$ cat src/rtl/hashmap_req_ctrl_pkg.sv
// Shared types for the cuckoo hashmap request controller: the request opcode encoding.
package hashmap_req_ctrl_pkg;

    typedef enum logic [1:0] {
        OpLookup = 2'd0,
        OpUpdate = 2'd1,
        OpDelete = 2'd2,
        OpInsert = 2'd3
    } op_t;

    localparam logic [1:0] OP_LOOKUP = 2'd0;
    localparam logic [1:0] OP_UPDATE = 2'd1;
    localparam logic [1:0] OP_DELETE = 2'd2;
    localparam logic [1:0] OP_INSERT = 2'd3;

endpackage

$ cat src/rtl/hashmap_req_ctrl_ins_fifo.sv
// Pending-insert FIFO holding {key, value} pairs that missed the table.
// Exposes per-entry key/valid taps so the controller can block same-key requests.
module hashmap_req_ctrl_ins_fifo #(
    parameter int unsigned KeyBits = 8,
    parameter int unsigned ValBits = 8,
    parameter int unsigned Depth   = 4
) (
    input  logic                            clk,
    input  logic                            rst_n,
    input  logic                            push_i,
    input  logic [KeyBits-1:0]              push_key_i,
    input  logic [ValBits-1:0]              push_value_i,
    input  logic                            pop_i,
    output logic                            empty_o,
    output logic [KeyBits-1:0]              head_key_o,
    output logic [ValBits-1:0]              head_value_o,
    output logic [$clog2(Depth):0]          count_o,
    output logic [Depth-1:0]                entry_valid_o,
    output logic [Depth-1:0][KeyBits-1:0]   entry_key_o
);

    localparam int unsigned PtrW = $clog2(Depth);
    localparam logic [PtrW:0] FullCount = (PtrW + 1)'(Depth);

    logic [PtrW-1:0]              wr_ptr_q, wr_ptr_d, rd_ptr_q, rd_ptr_d;
    logic [PtrW:0]                count_q, count_d;
    logic [Depth-1:0]             valid_q, valid_d;
    logic [Depth-1:0][KeyBits-1:0] key_q;
    logic [Depth-1:0][ValBits-1:0] value_q;
    logic                         do_push, do_pop;

    assign do_pop  = pop_i && (count_q != '0);
    // Full FIFO may still accept a push when the head leaves in the same cycle.
    assign do_push = push_i && ((count_q != FullCount) || do_pop);

    always_comb begin
        wr_ptr_d = wr_ptr_q;
        rd_ptr_d = rd_ptr_q;
        count_d  = count_q;
        valid_d  = valid_q;
        if (do_pop) begin
            rd_ptr_d          = rd_ptr_q + 1'b1;
            valid_d[rd_ptr_q] = 1'b0;
        end
        if (do_push) begin
            wr_ptr_d          = wr_ptr_q + 1'b1;
            valid_d[wr_ptr_q] = 1'b1;
        end
        unique case ({do_push, do_pop})
            2'b10:   count_d = count_q + 1'b1;
            2'b01:   count_d = count_q - 1'b1;
            default: count_d = count_q;
        endcase
    end

    always_ff @(posedge clk or negedge rst_n) begin
        if (!rst_n) begin
            wr_ptr_q <= '0;
            rd_ptr_q <= '0;
            count_q  <= '0;
            valid_q  <= '0;
        end else begin
            wr_ptr_q <= wr_ptr_d;
            rd_ptr_q <= rd_ptr_d;
            count_q  <= count_d;
            valid_q  <= valid_d;
        end
    end

    always_ff @(posedge clk or negedge rst_n) begin
        if (!rst_n) begin
            key_q   <= '0;
            value_q <= '0;
        end else if (do_push) begin
            key_q[wr_ptr_q]   <= push_key_i;
            value_q[wr_ptr_q] <= push_value_i;
        end
    end

    assign empty_o       = (count_q == '0);
    assign head_key_o    = key_q[rd_ptr_q];
    assign head_value_o  = value_q[rd_ptr_q];
    assign count_o       = count_q;
    assign entry_valid_o = valid_q;
    assign entry_key_o   = key_q;

endmodule

$ cat src/rtl/hashmap_req_ctrl.sv
// Request-side controller for a cuckoo table: lookup, delayed writeback and insert draining.
// Optional HASHMAP_REQ_STATS_EN adds saturating hit/miss/insert counters.
module hashmap_req_ctrl
    import hashmap_req_ctrl_pkg::*;
#(
    parameter int unsigned NumKeyBits   = 8,
    parameter int unsigned NumValBits   = 8,
    parameter int unsigned NumPipes     = 1,
    parameter int unsigned InsFifoDepth = 4
) (
    input  logic                  clk,
    input  logic                  rst_n,
    input  logic                  req_valid_i,
    output logic                  req_ready_o,
    input  logic [1:0]            req_op_i,
    input  logic [NumKeyBits-1:0] req_key_i,
    input  logic [NumValBits-1:0] req_value_i,
    output logic                  lookup_o,
    output logic [NumKeyBits-1:0] lu_key_o,
    output logic                  modify_o,
    output logic                  del_o,
    output logic [NumValBits-1:0] mod_value_o,
    input  logic                  tbl_hit_i,
    input  logic [NumValBits-1:0] tbl_value_i,
    input  logic                  tbl_busy_i,
    output logic                  ins_valid_o,
    output logic [NumKeyBits-1:0] ins_key_o,
    output logic [NumValBits-1:0] ins_value_o,
    output logic                  rsp_valid_o,
    output logic [1:0]            rsp_op_o,
    output logic                  rsp_hit_o,
    output logic [NumValBits-1:0] rsp_value_o
`ifdef HASHMAP_REQ_STATS_EN
    ,
    output logic [31:0]           stat_hits_o,
    output logic [31:0]           stat_misses_o,
    output logic [31:0]           stat_inserts_o
`endif
);

    localparam int unsigned Last = NumPipes - 1;
    localparam int unsigned CntW = $clog2(InsFifoDepth) + 1;

    op_t                   req_op;
    logic                  accept;
    logic                  key_hazard;
    logic                  ins_full;
    logic [31:0]           inflight_ins;

    logic [NumPipes-1:0]   pipe_valid_q;
    op_t                   pipe_op_q    [NumPipes];
    logic [NumKeyBits-1:0] pipe_key_q   [NumPipes];
    logic [NumValBits-1:0] pipe_value_q [NumPipes];

    logic                  tail_valid, tail_hit;
    op_t                   tail_op;

    logic                                   fifo_push, fifo_empty;
    logic [CntW-1:0]                        fifo_count;
    logic [InsFifoDepth-1:0]                fifo_entry_valid;
    logic [InsFifoDepth-1:0][NumKeyBits-1:0] fifo_entry_key;

    logic                  rsp_valid_q, rsp_hit_q;
    logic [1:0]            rsp_op_q;
    logic [NumValBits-1:0] rsp_value_q;

    assign req_op = op_t'(req_op_i);

    // A request whose key is still pending insertion would see a stale miss or insert twice.
    always_comb begin
        key_hazard   = 1'b0;
        inflight_ins = '0;
        for (int i = 0; i < InsFifoDepth; i++) begin
            if (fifo_entry_valid[i] && (fifo_entry_key[i] == req_key_i)) key_hazard = 1'b1;
        end
        for (int i = 0; i < NumPipes; i++) begin
            if (pipe_valid_q[i] && (pipe_op_q[i] == OpInsert)) begin
                inflight_ins = inflight_ins + 32'd1;
                if (pipe_key_q[i] == req_key_i) key_hazard = 1'b1;
            end
        end
    end

    // Every in-flight INSERT may miss, so reserve a FIFO slot for each.
    assign ins_full    = (32'(fifo_count) + inflight_ins) >= InsFifoDepth;
    assign req_ready_o = rst_n && !key_hazard && !((req_op == OpInsert) && ins_full);
    assign accept      = req_valid_i && req_ready_o;
    assign lookup_o    = accept;
    assign lu_key_o    = req_key_i;

    always_ff @(posedge clk or negedge rst_n) begin
        if (!rst_n) begin
            pipe_valid_q <= '0;
            for (int i = 0; i < NumPipes; i++) begin
                pipe_op_q[i]    <= OpLookup;
                pipe_key_q[i]   <= '0;
                pipe_value_q[i] <= '0;
            end
        end else begin
            pipe_valid_q[0] <= accept;
            pipe_op_q[0]    <= req_op;
            pipe_key_q[0]   <= req_key_i;
            pipe_value_q[0] <= req_value_i;
            for (int i = 1; i < NumPipes; i++) begin
                pipe_valid_q[i] <= pipe_valid_q[i-1];
                pipe_op_q[i]    <= pipe_op_q[i-1];
                pipe_key_q[i]   <= pipe_key_q[i-1];
                pipe_value_q[i] <= pipe_value_q[i-1];
            end
        end
    end

    assign tail_valid  = pipe_valid_q[Last];
    assign tail_op     = pipe_op_q[Last];
    assign tail_hit    = tail_valid && tbl_hit_i;
    assign modify_o    = tail_hit && (tail_op != OpLookup);
    assign del_o       = tail_hit && (tail_op == OpDelete);
    assign mod_value_o = pipe_value_q[Last];
    assign fifo_push   = tail_valid && !tbl_hit_i && (tail_op == OpInsert);

    // Column lookups win over drained inserts on the shared first column.
    assign ins_valid_o = !fifo_empty && !lookup_o && !tbl_busy_i;

    hashmap_req_ctrl_ins_fifo #(
        .KeyBits (NumKeyBits),
        .ValBits (NumValBits),
        .Depth   (InsFifoDepth)
    ) u_ins_fifo (
        .clk           (clk),
        .rst_n         (rst_n),
        .push_i        (fifo_push),
        .push_key_i    (pipe_key_q[Last]),
        .push_value_i  (pipe_value_q[Last]),
        .pop_i         (ins_valid_o),
        .empty_o       (fifo_empty),
        .head_key_o    (ins_key_o),
        .head_value_o  (ins_value_o),
        .count_o       (fifo_count),
        .entry_valid_o (fifo_entry_valid),
        .entry_key_o   (fifo_entry_key)
    );

    always_ff @(posedge clk or negedge rst_n) begin
        if (!rst_n) begin
            rsp_valid_q <= 1'b0;
            rsp_op_q    <= 2'd0;
            rsp_hit_q   <= 1'b0;
            rsp_value_q <= '0;
        end else begin
            rsp_valid_q <= tail_valid;
            rsp_op_q    <= tail_op;
            rsp_hit_q   <= tail_hit;
            rsp_value_q <= tail_hit ? tbl_value_i : '0;
        end
    end

    assign rsp_valid_o = rsp_valid_q;
    assign rsp_op_o    = rsp_op_q;
    assign rsp_hit_o   = rsp_hit_q;
    assign rsp_value_o = rsp_value_q;

`ifdef HASHMAP_REQ_STATS_EN
    logic [31:0] stat_hits_q, stat_misses_q, stat_inserts_q;

    always_ff @(posedge clk or negedge rst_n) begin
        if (!rst_n) begin
            stat_hits_q    <= '0;
            stat_misses_q  <= '0;
            stat_inserts_q <= '0;
        end else begin
            if (rsp_valid_q && rsp_hit_q && (stat_hits_q != '1)) begin
                stat_hits_q <= stat_hits_q + 32'd1;
            end
            if (rsp_valid_q && !rsp_hit_q && (stat_misses_q != '1)) begin
                stat_misses_q <= stat_misses_q + 32'd1;
            end
            if (ins_valid_o && (stat_inserts_q != '1)) begin
                stat_inserts_q <= stat_inserts_q + 32'd1;
            end
        end
    end

    assign stat_hits_o    = stat_hits_q;
    assign stat_misses_o  = stat_misses_q;
    assign stat_inserts_o = stat_inserts_q;
`endif

endmodule
$ cat config.mk
export PLATFORM = sky130hd
export DESIGN_NAME = hashmap_req_ctrl
export DESIGN_NICKNAME = d
export VERILOG_FILES = /design/src/rtl/hashmap_req_ctrl_pkg.sv /design/src/rtl/hashmap_req_ctrl_ins_fifo.sv /design/src/rtl/hashmap_req_ctrl.sv
export SDC_FILE = /design/constraint.sdc
export NUM_CORES = 1
export LEC_CHECK = 0
export BUFFER_PORTS_ARGS = -buffer_cell sky130_fd_sc_hd__clkbuf_2
export CAP_MARGIN = 10
export CORE_MARGIN = 2
export CORE_UTILIZATION = 50
export DETAILED_ROUTE_END_ITERATION = 10
export PLACE_DENSITY = 0.76
export SETUP_SLACK_MARGIN = 0.15
export SLEW_MARGIN = 15
export SYNTH_ARGS = -nofsm -noshare
export SYNTH_HDL_FRONTEND = slang
export SYNTH_SLANG_ARGS = --single-unit
$ cat constraint.sdc
create_clock -name clk -period 2.7 [get_ports clk]
set_clock_uncertainty 0.05 [all_clocks]
set_input_delay 0.54 -clock clk [delete_from_list [all_inputs] [get_ports clk]]
set_output_delay 0.54 -clock clk [all_outputs]
set_load 0.02 [all_outputs]
# Yosys cells after proc, flatten, opt, wreduce, memory -nomap -nowiden

Index checks and enable logic that the tools add are counted.

Register bits after elaboration: 106
Latch bits: 0
RAM bits: 0
ROM bits: 0
Input port bits: 31
Word-level logic and storage cells: 98
Memories kept: 0

Add/subtract/negate cells: 5
Multipliers: 0
Div/mod/pow operators: 0
Magnitude comparators: 5
Equal/unequal tests: 11
Shifts and indexed selects: 0
Mux-type cells: 23
Bitwise gates (word level): 3
Reduce and logical (&&, ||, !) cells: 31

Operators with widths:

| cell                  | number |
|---|---|
| $bwmux W32            | 2 |
| $eq A8 B8 Y1          | 5 |
| $add A3 B32 Y32       | 1 |
| $bmux W8 S2           | 2 |
| $ge A32 B3 Y1 const B | 1 |
| $mux W8               | 4 |
| $logic_and A1 B1 Y1   | 20 |
| $demux W8 S2          | 1 |
| $mux W1               | 9 |
| $eq A2 B2 Y1 const B  | 4 |
| $mux W4               | 2 |
| $logic_not A1 Y1      | 6 |
| $lt A2 B3 Y1 const B  | 2 |
| $pmux W3 S2           | 1 |
| $add A2 B1 Y2 const B | 2 |
| $and A4 B4 Y4         | 1 |
| $demux W1 S2          | 2 |
| $ge A2 B1 Y1 const B  | 2 |
| $not A4 Y4            | 1 |
| $or A4 B4 Y4          | 1 |
| $reduce_bool A2 Y1    | 2 |
| $add A3 B1 Y3 const B | 1 |
| $logic_not A3 Y1      | 1 |
| $ne A3 B3 Y1 const B  | 1 |
| 4 further kinds       | 4 |

# Longest topological paths before layout

Gate-level depths: netlist (run 1).

Depth after elaboration: 20
Depth in mapped cells: 13

# Modules after synthesis

Synthesis (run 1) repeated with hierarchy kept, for this count alone.

Cell total of the unflattened synthesis: 338
Area total of the unflattened synthesis: 4883.4 um^2

Modules (own cells, without submodules):

| module                    | times used | cells each | area an instance (um^2) | sequential area each (um^2) |
|---|---|---|---|---|
| hashmap_req_ctrl_ins_fifo | 1          | 211        | 3389.5                  | 1876.8 |
| hashmap_req_ctrl          | 1          | 127        | 1493.9                  | 775.7 |

# Worst setup path after synthesis (run 1)

Ideal clock, no wire load.

Path kind: input to register
From: input req_key_i[0]
To: register u_ins_fifo.count_q[2] (netlist: u_ins_fifo.count_o[2])
Arrival time: 3.200 ns
Required time: 2.524 ns
Setup slack: -0.675 ns
Stages: 13
Cell sequence: buf_6 -> xnor2_1 -> nand4_1 -> o32a_1 -> and4b_4 -> a21oi_2 -> and2_0 -> nand2_1 -> fa_1 -> and2_1 -> nand2_1 -> mux2i_1 -> a221o_1

Word-level cells in the longest chain between the ends: 20
Elaborated cells between the ends (all ways): 29
Those cells by class: eq/ne: 7; mux: 7; reduce/logical: 15

Ends and longest elaborated chain:

| what                                              | line                            | source |
|---|---|---|
| from (decl)                                       | hashmap_req_ctrl.sv:16          | `input logic [NumKeyBits-1:0] req_key_i,` |
| $eq A8 B8 Y1                                      | hashmap_req_ctrl.sv:74          | `if (fifo_entry_valid[i] && (fifo_entry_key[i] == req_key_i)) key_hazard = 1'b1;` |
| $logic_and A1 B1 Y1                               | hashmap_req_ctrl.sv:74          |  |
| $mux W1 (4 in series)                             | hashmap_req_ctrl.sv:74          |  |
| $mux W1                                           | hashmap_req_ctrl.sv:79          | `if (pipe_key_q[i] == req_key_i) key_hazard = 1'b1;` |
| $mux W1 (*)                                       | hashmap_req_ctrl.sv:77          | `if (pipe_valid_q[i] && (pipe_op_q[i] == OpInsert)) begin` |
| $logic_not A1 Y1 (*)                              | hashmap_req_ctrl.sv:86          | `assign req_ready_o = rst_n && !key_hazard && !((req_op == OpInsert) && ins_full);` |
| $logic_and A1 B1 Y1 (*) (2 in series)             | hashmap_req_ctrl.sv:86          |  |
| $logic_and A1 B1 Y1 (*)                           | hashmap_req_ctrl.sv:87          | `assign accept = req_valid_i && req_ready_o;` |
| $logic_not A1 Y1 (*)                              | hashmap_req_ctrl.sv:122         | `assign ins_valid_o = !fifo_empty && !lookup_o && !tbl_busy_i;` |
| $logic_and A1 B1 Y1 (*) (2 in series)             | hashmap_req_ctrl.sv:122         |  |
| net ins_valid_o                                   | hashmap_req_ctrl.sv:26          | `output logic ins_valid_o,` |
| $logic_and A1 B1 Y1 (*)                           | hashmap_req_ctrl_ins_fifo.sv:32 | `assign do_pop = pop_i && (count_q != '0);` |
| $logic_or A1 B1 Y1                                | hashmap_req_ctrl_ins_fifo.sv:34 | `assign do_push = push_i && ((count_q != FullCount) \|\| do_pop);` |
| $logic_and A1 B1 Y1                               | hashmap_req_ctrl_ins_fifo.sv:34 |  |
| $eq A2 B1 Y1 or $eq A2 B2 Y1 (tied branches)      | hashmap_req_ctrl_ins_fifo.sv:49 | `unique case ({do_push, do_pop})` |
| $pmux W3 S2 or $reduce_bool A2 Y1 (tied branches) | -                               |  |
| to (signal assigned)                              | hashmap_req_ctrl_ins_fifo.sv:65 | `count_q <= count_d;` |
| to (decl)                                         | hashmap_req_ctrl_ins_fifo.sv:26 | `logic [PtrW:0] count_q, count_d;` |

The timed path passes the listed nets; every way through them passes the cells marked *.
A chain may end at the register's enable or synchronous reset.

# Worst setup path in the final report (run 1)

From: register u_ins_fifo.key_q, in the netlist u_ins_fifo.entry_key_o[30]
To: register u_ins_fifo.count_q[2] (netlist: u_ins_fifo.count_o[2])

Word-level cells in the longest chain between the ends: 17
Elaborated cells between the ends (all ways): 19
Those cells by class: eq/ne: 3; mux: 4; reduce/logical: 12

Ends and longest elaborated chain:

| what                                              | line                            | source |
|---|---|---|
| from (decl)                                       | hashmap_req_ctrl_ins_fifo.sv:28 | `logic [Depth-1:0][KeyBits-1:0] key_q;` |
| from (signal, indexed assignment)                 | hashmap_req_ctrl_ins_fifo.sv:75 | `key_q[wr_ptr_q] <= push_key_i;` |
| $eq A8 B8 Y1 (*)                                  | hashmap_req_ctrl.sv:74          |  |
| $logic_and A1 B1 Y1 (*)                           | hashmap_req_ctrl.sv:74          |  |
| $mux W1 (*)                                       | hashmap_req_ctrl.sv:74          |  |
| $mux W1                                           | hashmap_req_ctrl.sv:79          |  |
| $mux W1 (*)                                       | hashmap_req_ctrl.sv:77          |  |
| $logic_not A1 Y1 (*)                              | hashmap_req_ctrl.sv:86          |  |
| $logic_and A1 B1 Y1 (*) (2 in series)             | hashmap_req_ctrl.sv:86          |  |
| $logic_and A1 B1 Y1 (*)                           | hashmap_req_ctrl.sv:87          |  |
| $logic_not A1 Y1 (*)                              | hashmap_req_ctrl.sv:122         |  |
| $logic_and A1 B1 Y1 (*) (2 in series)             | hashmap_req_ctrl.sv:122         |  |
| $logic_and A1 B1 Y1 (*)                           | hashmap_req_ctrl_ins_fifo.sv:32 |  |
| $logic_or A1 B1 Y1                                | hashmap_req_ctrl_ins_fifo.sv:34 |  |
| $logic_and A1 B1 Y1                               | hashmap_req_ctrl_ins_fifo.sv:34 |  |
| $eq A2 B1 Y1 or $eq A2 B2 Y1 (tied branches)      | hashmap_req_ctrl_ins_fifo.sv:49 |  |
| $pmux W3 S2 or $reduce_bool A2 Y1 (tied branches) | -                               |  |

Mark *: on every way between the ends. The rest lies on a longest branch, timed or not.

==> load_flow_metrics.sql, run 1 <==
INSERT INTO impl_metrics (metric_group, metric, value, unit) VALUES
('final_layout', 'layout-area-overhead-vs-synth', '24.5', '%'),
('final_layout', 'layout.core_utilization', '63.7', '%'),
('timing', 'max_slew_margin', '47.7', '%'),
('setup_path', 'reg2regPathDepth', '11', ''),
('floorplan', 'die_area', '0.0113', 'mm2'),
('logic_synthesis', 'synth_top_cell_area_share', '50.7', '%'),
('logic_synthesis', 'yosys.area.top_type', 'sky130_fd_sc_hd__dfrtp_1', ''),
('setup_path', 'crit_required', '2960', 'ps'),
('drt', 'num_vias', '3295', ''),
('floorplan', 'core.rowCount', '37', ''),
('run_status', 'status', 'finished with violations', ''),
('timing', 'final_min_period_over_clock_period', '101', '%'),
('global_routing', 'use_met3', '4.11', '%'),
('clock_network', 'hold_buffers', '0', ''),
('final_layout', 'num_antenna_cells', '0', ''),
('global_routing', 'grt_max_degree', '65', ''),
('logic_synthesis', 'synth-seq-cells', '106', ''),
('timing', 'worst_hold_slack', '216', 'ps'),
('logic_synthesis', 'post-synth-top-count-cell', 'sky130_fd_sc_hd__dfrtp_1', ''),
('drt', 'route.final.wire_length', '11400', 'um'),
('timing', 'number_of_pins_exceeding_their_max_slew_limit_in_the_final_report', '0', ''),
('final_layout', 'layout_net_count', '512', ''),
('timing', 'grt_setup_unrepaired', 'true', ''),
('floorplan', 'core', '0.0102', 'mm2'),
('timing', 'final_period_minus_worst_setup_slack', '2720', 'ps'),
('logic_synthesis', 'syn_nets', '403', ''),
('clock_network', 'clkTransAtPathRegs', '100', 'ps'),
('placed_design', 'dp_hpwl', '7410', 'um'),
('final_layout', 'finish.cell_count_without_fillers', '612', ''),
('global_routing', 'grt_first_pass_wirelength', '18400', 'um'),
('logic_synthesis', 'synth-edff-count', '0', ''),
('placed_design', 'io_buffers', '79', ''),
('clock_network', 'tritoncts', 'yes', ''),
('logic_synthesis', 'total_of_warnings_raised_by_yosys', '0', ''),
('timing', 'final_critical_path_setup_slack', '-17.5', 'ps'),
('run_status', 'violated_checks', 'negative setup slack', ''),
('floorplan', 'start_util', '51.2', '%'),
('power_and_ir_drop', 'power_per_cell_area', '817', 'mW/mm2'),
('drt', 'postRouteAntennaNets', '0', ''),
('logic_synthesis', 'syn-instance-count', '363', ''),
('drt', 'avgViaCountPerCell', '5.38', ''),
('drt', 'detail_route.first_pass.iterations', '4', ''),
('clock_network', 'cts_max_level', '3', ''),
('placed_design', 'postPlaceCellArea', '0.00582', 'mm2'),
('global_routing', 'grt.total_usage', '21.2', '%'),
('logic_synthesis', 'synth-seq-area-share', '50.7', '%'),
('timing', 'final_setup_fails', '1', ''),
('global_routing', 'global_route.overflow_total', '0', ''),
('setup_path', 'worst_r2r_endpoint', 'u_ins_fifo.count_o[2]$_DFFE_PN0P_', ''),
('global_routing', 'grt_most_used_layer', 'met2', ''),
('setup_path', 'worst-path-max-fanout', '3', ''),
('run', 'cap_violations', '0', ''),
('setup_path', 'endpoint_kind', 'register', ''),
('setup_path', 'worst-endpoint-arrival', '2970', 'ps'),
('drt', 'drc', '0', ''),
('placed_design', 'pre_cts_ws', '-362', 'ps'),
('floorplan', 'top_level_ports', '80', ''),
('floorplan', 'die_width', '106', 'um'),
('logic_synthesis', 'postSynth.topFlopCell', 'sky130_fd_sc_hd__dfrtp_1', ''),
('final_layout', 'final_area', '0.00652', 'mm2'),
('logic_synthesis', 'synth.cell_area', '0.00524', 'mm2'),
('global_routing', 'grt.met1_usage', '29.7', '%'),
('global_routing', 'grt_use_met2', '33.2', '%'),
('power_and_ir_drop', 'worst_ir_drop_vdd', '0.000501', 'V'),
('global_routing', 'antenna_found_initial', '0', ''),
('clock_network', 'worst_skew_pair.late_latency', '370', 'ps'),
('setup_path', 'crit-reg2reg-launch', 'u_ins_fifo.entry_key_o[30]$_DFFE_PN0P_', ''),
('placed_design', 'globalplace.congestion', '0.823', ''),
('global_routing', 'first_global_vias', '3505', ''),
('clock_network', 'cts_made_buffers', '9', ''),
('timing', 'worstMarginPinSlew', '785', 'ps');
## through the flow
step | setup TNS, ps | total power [mW]
floorplan | -489 | 3.59
global placement | -12600 | 4.03
detailed placement | -17030 | 4.11
CTS | -93.7 | 5.31
global route | -232 | 5.59
finish | -17.5 | 5.32
## worst max path at each step
| stage | start | to | slack, ps | cells past startpoint |
|---|---|---|---|---|
| global placement | req_key_i[7] | u_ins_fifo.count_o[2]$_DFFE_PN0P_ | -260 | 12 |
| global route | u_ins_fifo.entry_key_o[30]$_DFFE_PN0P_ | u_ins_fifo.count_o[2]$_DFFE_PN0P_ | -130 | 11 |
| CTS | u_ins_fifo.entry_key_o[30]$_DFFE_PN0P_ | ins_valid_o | -50 | 8 |
| detailed placement | req_key_i[7] | u_ins_fifo.count_o[2]$_DFFE_PN0P_ | -360 | 12 |
| finish | u_ins_fifo.entry_key_o[30]$_DFFE_PN0P_ | u_ins_fifo.count_o[2]$_DFFE_PN0P_ | -20 | 11 |
| floorplan | req_key_i[3] | u_ins_fifo.count_o[2]$_DFFE_PN0P_ | -280 | 12 |
## per-layer routing
layer | routed length [um] | up-vias
met2 | 5370 | 98
met5 | 0 | -
li1 | - | 1481
met3 | 527 | 25
met1 | 5150 | 1691
met4 | 312 | 0
## placed cells by master (no fill, tap or decap), types with 6 or more instances in the layout
cell and n:
sky130_fd_sc_hd__inv_1 7, sky130_fd_sc_hd__nand2_1 12, sky130_fd_sc_hd__dfrtp_1 105, sky130_fd_sc_hd__mux4_2 16
sky130_fd_sc_hd__xnor2_2 11, sky130_fd_sc_hd__clkbuf_8 11, sky130_fd_sc_hd__and3_1 9, sky130_fd_sc_hd__buf_4 37
sky130_fd_sc_hd__clkbuf_2 72, sky130_fd_sc_hd__nand4_1 6, sky130_fd_sc_hd__nand3_1 8, sky130_fd_sc_hd__mux2_4 64
sky130_fd_sc_hd__ha_1 8, sky130_fd_sc_hd__nor2_1 10, sky130_fd_sc_hd__xnor2_1 33
## final cells by class
cell class,count,area (um2)
Clock buffer,11,131
Clock inverter,4,76.3
Fill cell,729,3720
Inverter,7,26.3
Multi-Input combinational cell,220,2520
Sequential cell,106,2650
Tap cell,136,170
Timing Repair Buffer,128,937
## report_power, final
part	internal (mW)	switching [mW]	total [mW]
Sequential	1.95	0.305	2.26
Combinational	1.10	0.905	2.01
Clock	0.522	0.536	1.06
## state kept, by name (all words and copies together) (netlist names)
| register | cells |
|---|---|
| pipe_op_q | 2 |
| mod_value_o | 8 |
| rsp_valid_o | 1 |
| rsp_op_o | 2 |
| u_ins_fifo.wr_ptr_q | 2 |
| u_ins_fifo.rd_ptr_q | 2 |
| u_ins_fifo.entry_valid_o | 4 |
| u_ins_fifo.count_o | 3 |
| pipe_key_q | 8 |
| rsp_hit_o | 1 |
| pipe_valid_q | 1 |
| u_ins_fifo.value_q | 32 |
| u_ins_fifo.entry_key_o | 32 |
| rsp_value_o | 8 |
## critical path: stages, from the launching register on
cell,delay (ps)
sky130_fd_sc_hd__dfrtp_1,420
sky130_fd_sc_hd__xnor2_2,150
sky130_fd_sc_hd__nand3_1,140
sky130_fd_sc_hd__o32a_1,320
sky130_fd_sc_hd__and4b_4,200
sky130_fd_sc_hd__a21oi_4,120
sky130_fd_sc_hd__and2_4,170
sky130_fd_sc_hd__nand2_2,60
sky130_fd_sc_hd__fa_2,370
sky130_fd_sc_hd__or3_1,390
sky130_fd_sc_hd__mux2i_1,140
sky130_fd_sc_hd__a221o_1,130
## kinds of logic (layout without fill, tap and decap cells)
family                     after synthesis  count (layout)  synth area share [%]
AOI/OAI and AO/OA                       20              20                  3.54
xor gates and xnor gates                44              44                  7.36
adders and majority gates                9               9                  2.29
buffers and inverters                   37             150                  5.71
DFF                                    106             106                  50.7
muxes                                   84              84                  24.0
and+or+nand+nor                         63              63                  6.38
## repair_timing
action,CTS,global route
setup buffers,17,6
pin swaps,14,9
cloned,2,0
endpoints found under the setup margin,44,71
gates resized for setup,56,7
endpoints found under the hold margin,0,0
Note: power is estimated with default switching activity, not from simulation.
==> inputs of run 2 (changes only) <==
- CTS_BUF_LIST: not set -> sky130_fd_sc_hd__clkbuf_2
==> run 2 against run 1 <==
Net effect:
- the flow still finishes with violations (negative setup slack)
- worst hold slack worse by 97 ps
- global-route usage up 2.5 points
- fmax is 10% lower
- via count rose by 9.6%
- critical path type unchanged
- largest power group is now combinational cells
==> load_flow_metrics.sql, run 2 (synthesized netlist as in run 1, its figures left out) <==
INSERT INTO impl_metrics (metric_group, metric, value, unit) VALUES
('final_layout', 'layout.core_utilization', '69.8', '%'),
('setup_path', 'crit_type', 'reg -> reg', ''),
('power_and_ir_drop', 'power_per_cell_area', '807', 'mW/mm2'),
('setup_path', 'worst-path-max-fanout', '3', ''),
('timing', 'grt_setup_unrepaired', 'true', ''),
('final_layout', 'finish.cell_count_without_fillers', '653', ''),
('global_routing', 'grt_first_pass_wirelength', '20400', 'um'),
('timing', 'max_slew_margin', '46.2', '%'),
('drt', 'postRouteAntennaNets', '0', ''),
('final_layout', 'multi_input_comb_area', '0.00254', 'mm2'),
('clock_network', 'clk_path_buf_depth', '2', ''),
('placed_design', 'pre_cts_ws', '-362', 'ps'),
('floorplan', 'die_area', '0.0113', 'mm2'),
('clock_network', 'clkTransAtPathRegs', '300', 'ps'),
('global_routing', 'first_global_vias', '3750', ''),
('timing', 'number_of_pins_exceeding_their_max_slew_limit_in_the_final_report', '0', ''),
('floorplan', 'start_util', '51.2', '%'),
('clock_network', 'worst_skew_pair.late_latency', '570', 'ps'),
('final_layout', 'layout-area-overhead-vs-synth', '36.4', '%'),
('drt', 'first_drt_iteration_drcs', '235', ''),
('run', 'cap_violations', '0', ''),
('placed_design', 'io_buffers', '79', ''),
('final_layout', 'layout-drive-gt1-share', '55.1', '%'),
('setup_path', 'critPathLaunchType', 'register', ''),
('placed_design', 'dp_hpwl', '7410', 'um'),
('global_routing', 'global_route.overflow_total', '0', ''),
('hold_path', 'timing.hold.worst.start', 'req_key_i[1]', ''),
('floorplan', 'die_y', '106', 'um'),
('drt', 'route.final.wire_length', '13400', 'um'),
('drt', 'avgViaCountPerCell', '5.53', ''),
('final_layout', 'layout_common_cells', '105 x sky130_fd_sc_hd__dfrtp_1, 70 x sky130_fd_sc_hd__clkbuf_2, 64 x sky130_fd_sc_hd__mux2_4', ''),
('clock_network', 'tritoncts', 'yes', ''),
('placed_design', 'numPlacedInstances', '572', ''),
('timing', 'final-hold-violation-count', '0', ''),
('timing', 'final_setup_fails', '42', ''),
('timing', 'max_clock_freq', '329', 'MHz'),
('setup_path', 'timing.reg2reg.setup_slack', '-340', 'ps'),
('floorplan', 'core.rowCount', '37', ''),
('timing', 'final_period_minus_worst_setup_slack', '3040', 'ps'),
('final_layout', 'sequential_standard_cell_area', '0.00265', 'mm2'),
('placed_design', 'globalplace.congestion', '0.823', ''),
('setup_path', 'crit_required', '3160', 'ps'),
('clock_network', 'cts_max_level', '3', ''),
('final_layout', 'layout_net_count', '553', ''),
('final_layout', 'num_antenna_cells', '0', ''),
('global_routing', 'antenna_found_initial', '0', ''),
('drt', 'drc', '0', ''),
('run_status', 'violated_checks', 'negative setup slack', ''),
('hold_path', 'min_path_type', 'in -> reg', ''),
('power_and_ir_drop', 'worst_ir_drop_vdd', '0.000526', 'V'),
('final_layout', 'fill_cells', '615', ''),
('run_status', 'status', 'finished with violations', ''),
('drt', 'num_vias', '3610', ''),
('timing', 'final_critical_path_setup_slack', '-335', 'ps'),
('floorplan', 'core', '0.0102', 'mm2'),
('setup_path', 'timing.critical_path.from', 'u_ins_fifo.entry_key_o[3]$_DFFE_PN0P_', ''),
('setup_path', 'crit-reg2reg-launch', 'u_ins_fifo.entry_key_o[3]$_DFFE_PN0P_', ''),
('global_routing', 'grt_max_degree', '65', ''),
('timing', 'final_min_period_over_clock_period', '112', '%'),
('clock_network', 'clock_sink_count', '106', ''),
('drt', 'wire_per_inst', '20.5', 'um'),
('clock_network', 'cts_made_buffers', '9', ''),
('final_layout', 'layout_commonest_cell', 'sky130_fd_sc_hd__dfrtp_1', ''),
('power_and_ir_drop', 'leakagePower', '3.38', 'nW'),
('setup_path', 'endpoint_kind', 'register', ''),
('setup_path', 'worst-endpoint-arrival', '3500', 'ps'),
('clock_network', 'clock_root_cell', 'sky130_fd_sc_hd__clkbuf_2', ''),
('floorplan', 'top_level_ports', '80', ''),
('global_routing', 'grt.total_usage', '23.7', '%'),
('floorplan', 'die_width', '106', 'um'),
('drt', 'detail_route.first_pass.iterations', '4', ''),
('timing', 'worstMarginPinSlew', '807', 'ps');
run 2: worst paths after layout:
check,end,cells after the start
setup reg to reg,u_ins_fifo.count_o[2]$_DFFE_PN0P_,13
hold reg to reg,rsp_op_o[1]$_DFF_PN0_,0
setup / recovery,u_ins_fifo.count_o[2]$_DFFE_PN0P_,13
max in group asynchronous,pipe_key_q[4]$_DFF_PN0_,4
hold / removal,pipe_key_q[1]$_DFF_PN0_,1
min in group asynchronous,u_ins_fifo.count_o[2]$_DFFE_PN0P_,3
run 2: timing repair:
action | CTS | global route
resized for setup | 92 | 41
pin swaps | 15 | 9
hold buffers | 9 | 3
buffers inserted | 33 | 13
setup endpoints to repair | 78 | 88
cloned | 8 | 0
hold endpoints to repair | 48 | 3
run 2: metal layers:
layer  vias up  GRT usage, %  part of all wire (%)
li1       1577             -                     -
met1      1833          32.7                    42
met2       155          37.9                    49
met3        45          3.62                   5.1
met4         0          9.49                   4.1
met5         -             0                     0
run 2: area by class of cell:
cell class	count	area share, %
clock buffers	11	0.771
clock inverters	4	1.07
inverters	7	0.368
multi-input cells	220	35.5
flip-flops and latches	106	37.2
well taps	136	2.38
repair buffers	169	22.7
run 2: power breakdown:
group,switching [mW],internal [mW]
registers,0.325,1.95
logic,1.07,1.56
clock network,0.549,0.312
total,1.94,3.82
run 2: worst max-delay path, cell delays in order (launching register included):
cell,delay (ps)
sky130_fd_sc_hd__dfrtp_1,510
sky130_fd_sc_hd__xnor2_2,210
sky130_fd_sc_hd__nand4_1,170
sky130_fd_sc_hd__nor3_2,210
sky130_fd_sc_hd__and4b_4,240
sky130_fd_sc_hd__a21oi_4,120
sky130_fd_sc_hd__and2_4,160
sky130_fd_sc_hd__buf_4,100
sky130_fd_sc_hd__buf_6,80
sky130_fd_sc_hd__nand2_2,50
sky130_fd_sc_hd__fa_2,390
sky130_fd_sc_hd__or3_1,370
sky130_fd_sc_hd__mux2i_1,160
sky130_fd_sc_hd__a221o_1,140
run 2: through the flow:
stage | hold slack [ps] | area, um2 | setup TNS [ps] | power, mW
finish | 119 | 7140 | -2010 | 5.76
CTS | 2.66 | 6900 | -2120 | 5.49
detailed placement | 347 | 5820 | -17030 | 4.11
global route | 92.5 | 7140 | -5350 | 6.01
global placement | 346 | 5820 | -12600 | 4.03
floorplan | 194 | 5310 | -489 | 3.59
